===== config.mk =====
export PLATFORM = sky130hd
export DESIGN_NAME = counter_ctrl
export DESIGN_NICKNAME = d
export VERILOG_FILES = /design/src/rtl/counter_pkg.sv /design/src/rtl/tick_prescaler.sv /design/src/rtl/counter_ctrl.sv
export SDC_FILE = /design/constraint.sdc
export NUM_CORES = 1
export LEC_CHECK = 0
export ABC_AREA = 0
export CORE_AREA = 5 5 68 70
export DETAILED_ROUTE_END_ITERATION = 8
export DIE_AREA = 0 0 73 75
export GPL_TIMING_DRIVEN = 1
export PLACE_DENSITY = 0.88
export SETUP_SLACK_MARGIN = 0.2
export SYNTH_ARGS = -nofsm -noshare
export SYNTH_HDL_FRONTEND = slang
export SYNTH_SLANG_ARGS = --single-unit
export TNS_END_PERCENT = 50

===== constraint.sdc =====
create_clock -name clk -period 2.9 [get_ports clk]
set_clock_uncertainty 0.1 [all_clocks]
set_input_delay 0.87 -clock clk [delete_from_list [all_inputs] [get_ports clk]]
set_output_delay 0.87 -clock clk [all_outputs]
set_load 0.005 [all_outputs]

===== src/rtl/counter_pkg.sv =====
// Shared types and constants for the counter run/stop/step sequencer.
package counter_pkg;

    typedef enum logic [1:0] {
        IDLE  = 2'd0,
        RUN   = 2'd1,
        PAUSE = 2'd2,
        DONE  = 2'd3
    } state_t;

    localparam int CNT_W_DEFAULT = 3;
    localparam int SIM_PRESCALE  = 4;

endpackage


===== src/rtl/tick_prescaler.sv =====
// Free-running 0..PRESCALE-1 divider; tick is high in the last cycle of each period.
module tick_prescaler #(
    parameter int PRESCALE = 4
) (
    input  logic clk,
    input  logic reset,
    input  logic clr,
    input  logic hold,
    output logic tick
);

    localparam int              PS_W = $clog2(PRESCALE);
    localparam logic [PS_W-1:0] LAST = PS_W'(PRESCALE - 1);

    logic [PS_W-1:0] ps_reg;

    // A held prescaler never ticks, so a frozen wrap is deferred rather than lost.
    assign tick = !hold && (ps_reg == LAST);

    always_ff @(posedge clk or posedge reset) begin
        if (reset) begin
            ps_reg <= '0;
        end else if (clr) begin
            ps_reg <= '0;
        end else if (!hold) begin
            ps_reg <= (ps_reg == LAST) ? '0 : ps_reg + 1'b1;
        end
    end

endmodule


===== src/rtl/counter_ctrl.sv =====
// Run/stop/single-step sequencer producing registered clear/enable strobes for the counter.
// Optional build macro COUNTER_CTRL_AUTORELOAD_EN: one-shot limit clears and keeps running.
module counter_ctrl
    import counter_pkg::*;
#(
    parameter int CNT_W    = CNT_W_DEFAULT,
    parameter int PRESCALE = 100000000
) (
    input  logic             clk,
    input  logic             reset,
    input  logic             start,
    input  logic             stop,
    input  logic             step,
    input  logic             dir,
    input  logic             one_shot,
    input  logic [CNT_W-1:0] limit,
    input  logic [CNT_W-1:0] count,
    output logic             cnt_clr,
    output logic             cnt_en,
    output logic             cnt_up,
    output logic             busy,
    output logic             done,
    output logic [1:0]       state
);

    state_t           state_reg, state_next;
    logic             dir_reg, one_shot_reg;
    logic [CNT_W-1:0] limit_reg;
    logic             clr_reg, clr_next;
    logic             en_reg, en_next;
    logic             done_reg, done_next;
    logic             busy_reg, busy_next;
    logic             latch_cfg;
    logic             ps_clr, ps_hold, tick;
    logic             at_limit;

    // Prescaler controls depend only on state and commands, never on tick.
    assign ps_hold = !((state_reg == RUN) && !stop);
    assign ps_clr  = start && ((state_reg == IDLE) || ((state_reg == DONE) && !stop));

    tick_prescaler #(.PRESCALE(PRESCALE)) u_prescaler (
        .clk   (clk),
        .reset (reset),
        .clr   (ps_clr),
        .hold  (ps_hold),
        .tick  (tick)
    );

    assign at_limit = one_shot_reg && (count == limit_reg);

    always_comb begin
        state_next = state_reg;
        clr_next   = 1'b0;
        en_next    = 1'b0;
        done_next  = 1'b0;
        latch_cfg  = 1'b0;
        case (state_reg)
            IDLE: begin
                if (start) begin
                    latch_cfg  = 1'b1;
                    clr_next   = 1'b1;
                    state_next = RUN;
                end
            end
            RUN: begin
                if (stop) begin
                    state_next = PAUSE;
                end else if (tick) begin
                    if (at_limit) begin
                        done_next = 1'b1;
`ifdef COUNTER_CTRL_AUTORELOAD_EN
                        clr_next  = 1'b1;
`else
                        state_next = DONE;
`endif
                    end else begin
                        en_next = 1'b1;
                    end
                end
            end
            PAUSE: begin
                if (stop) begin
                    state_next = IDLE;
                end else if (start) begin
                    state_next = RUN;
                end else if (step) begin
                    if (at_limit) begin
                        done_next = 1'b1;
`ifdef COUNTER_CTRL_AUTORELOAD_EN
                        clr_next  = 1'b1;
`else
                        state_next = DONE;
`endif
                    end else begin
                        en_next = 1'b1;
                    end
                end
            end
            DONE: begin
                if (stop) begin
                    state_next = IDLE;
                end else if (start) begin
                    latch_cfg  = 1'b1;
                    clr_next   = 1'b1;
                    state_next = RUN;
                end
            end
            default: state_next = IDLE;
        endcase
        busy_next = (state_next == RUN) || (state_next == PAUSE);
    end

    always_ff @(posedge clk or posedge reset) begin
        if (reset) begin
            state_reg    <= IDLE;
            dir_reg      <= 1'b0;
            one_shot_reg <= 1'b0;
            limit_reg    <= '0;
            clr_reg      <= 1'b0;
            en_reg       <= 1'b0;
            done_reg     <= 1'b0;
            busy_reg     <= 1'b0;
        end else begin
            state_reg <= state_next;
            clr_reg   <= clr_next;
            en_reg    <= en_next;
            done_reg  <= done_next;
            busy_reg  <= busy_next;
            if (latch_cfg) begin
                dir_reg      <= dir;
                one_shot_reg <= one_shot;
                limit_reg    <= limit;
            end
        end
    end

    assign cnt_clr = clr_reg;
    assign cnt_en  = en_reg;
    assign cnt_up  = dir_reg;
    assign busy    = busy_reg;
    assign done    = done_reg;
    assign state   = state_reg;

endmodule

==> impl_metrics.ini <==
[logic_synthesis]
ys.flop_type = dfrtp_1
async_flop_share = 1.000
synth_area_leader_cell = dfrtp_1
avgSynthCellArea_um2 = 10.09
synth_common_cells = dfrtp_1, nor2_1, xor2_1
synth_edf_count = 0
ys_seq_area_frac = 0.4424
yosysUniqueCellTypes = 42
syn_area_mm2 = 0.002150
synth.ff_latch_count = 38
postSynthCellCount = 213
synth_top_area_frac = 0.4424
syn_nets = 232
synthTopCellsByArea = dfrtp_1, xor2_1, nor2_1
yosysMostFrequentCell = dfrtp_1
yosysWarnings = 0

[detailed_routing]
dr_total_vias = 1763
viasPerCell = 5.916
drcViolationCount = 0
wl_um = 4606
drt_iter0_drc = 159
firstDrtPassIters = 5
wl_per_cell_um = 15.46
ant_nets = 0

[power_and_ir_drop]
peakVddDrop_mv = 0.4342
powerDensity_mw_per_mm2 = 649.5
p_leak_nw = 1.130

[clock_tree]
ctsRootBufferMaster = clkbuf_8
clock_latency_ns = 0.29
htree_levels = 2
cts.path.max_buffers = 2
cts_num_sinks = 38
clk_pin_slew_ns = 0.07
numCtsBuffers = 5
cts_tree = yes

[worst_setup_path]
crit_type = in2reg
crit_path_end_kind = flop
critPathMaxFanout = 4
crit_required_ns = 3.02
worst-endpoint-arrival_ns = 2.83
crit_path_start_kind = primary input

[floorplanning]
fp.dieArea_mm2 = 0.005475
num_io_pins = 20
placement_rows = 23
die_y_um = 75
coreArea_mm2 = 0.003914
initial_core_util = 0.5492
die_w_um = 73

[grt]
antenna_found_initial = 0
grt-ovfl-total = 0
gr-usage-all-layers = 0.1762
grt_max_degree = 39
grt_pass1_vias = 1670
grt_first_pass_wirelength_um = 7403

[final_layout]
final.fill_count = 323
stdcell_area_mm2 = 0.002559
largest_reg_flops = 27
num_antenna_cells = 0
postLayoutCoreUtil = 0.6538
fin_nets = 268
layout-drive-gt1-share = 0.1411
syn2layout_area_growth_pct = 19.03

[sta]
finalCritPeriodShare = 0.9339
hold_ws_ns = 0.4045
finalSetupViolCount = 0
max_freq_mhz = 369.2
fin_crit_ns = 2.708
tightest_slew_ns = 0.5489
hold_viol_final = 0
rsz0062_at_grt = true
max-slew-margin-rel = 0.6312
finalMaxSlewViolations = 0

[placement]
placed_area_mm2 = 0.002459
gp_congestion = 0.8963
dp_hpwl_um = 3122
portBuffers = 19

[run]
maxCapViolations = 0

[hold_path]
hp-class = reg2reg

[status]
status = completed
## final cells by class
cell class                 count  area, µm²  area share
clock buffer                   6      82.58     0.03227
inverter                      10      37.54     0.01467
multi-input combinational    162       1135      0.4435
sequential                    38      950.9      0.3716
tap                           50      62.56     0.02445
timing repair buffer          32      290.3      0.1134
## path summary, 6_finish.rpt
kind	slack, ns	from	cells after the start	end
setup / recovery	0.19	start	7	u_prescaler.ps_reg[26]
hold / removal	0.40	cnt_up	1	cnt_up
setup reg to reg	0.48	state[1]	7	u_prescaler.ps_reg[26]
hold reg to reg	0.40	cnt_up	1	cnt_up
max in group asynchronous	1.47	reset	3	u_prescaler.ps_reg[12]
min in group asynchronous	0.89	reset	3	u_prescaler.ps_reg[23]
## cells by family (layout without fill, tap and decap cells)
logic type	Yosys count	after routing	share of synthesized area
adders and majority gates	6	6	0.03492
buffers and inverters	13	48	0.02969
xor gates and xnor gates	25	25	0.1019
muxes	6	6	0.03143
AOI/OAI and AO/OA	26	26	0.1036
DFF	38	38	0.4424
and+or+nand+nor	99	99	0.2561
## where the power goes
| part | switching [mW] | internal [mW] | total, mW | leakage, nW |
|---|---|---|---|---|
| clock network | 0.172 | 0.183 | 0.355 | 0.0431 |
| logic | 0.334 | 0.305 | 0.639 | 0.572 |
| registers | 0.0600 | 0.608 | 0.668 | 0.514 |
| total | 0.566 | 1.10 | 1.66 | 1.13 |
## layer usage
metal,up-vias,GRT usage,routed length (µm)
met3,19,0.04139,223
met4,0,0.09016,129
li1,835,-,-
met5,-,0,0
met2,63,0.2781,2328
met1,846,0.2268,1925
## timing repair
| item | CTS | global route |
|---|---|---|
| buffers inserted | 0 | 2 |
| endpoints found under the setup margin | 0 | 9 |
| gates resized for setup | 0 | 1 |
| hold buffers | 0 | 0 |
## placed cells by master, fill, tap and decap left out, types with 2 or more instances in the layout
cell type / n
nand4b_1: 2
nor3_1: 4
a311oi_1: 3
and4_1: 2
and3_1: 5
or3_1: 6
buf_4: 13
nand4_1: 9
nand2_1: 14
nand3_1: 13
o21ai_0: 5
clkbuf_8: 6
xor2_1: 16
inv_1: 10
ha_1: 6
nand3b_1: 2
nor2_1: 31
clkdlybuf4s50_1: 18
xnor2_1: 9
dfrtp_1: 38
mux2_2: 6
a21oi_1: 7
and4_2: 2
## worst max-delay path, cell delays in order
cell and delay, ns:
clkdlybuf4s50_1 0.52, nand3b_1 0.24, a311oi_4 0.41, nand4_1 0.17, buf_4 0.18, or3_1 0.31
a21oi_1 0.14
## stage by stage
stage / std cells / TNS, ns / power (mW) / setup WS [ns]
after floorplan: 213 / 0 / 1.116 / 0.5431
after global placement: 290 / 0 / 1.277 / 0.03792
after detailed placement: 290 / -0.06502 / 1.293 / -0.06345
after CTS: 296 / 0 / 1.659 / 0.2212
after global routing: 298 / 0 / 1.772 / 0.1283
final: 298 / 0 / 1.662 / 0.1917
Power figures use the tool's default switching activity.
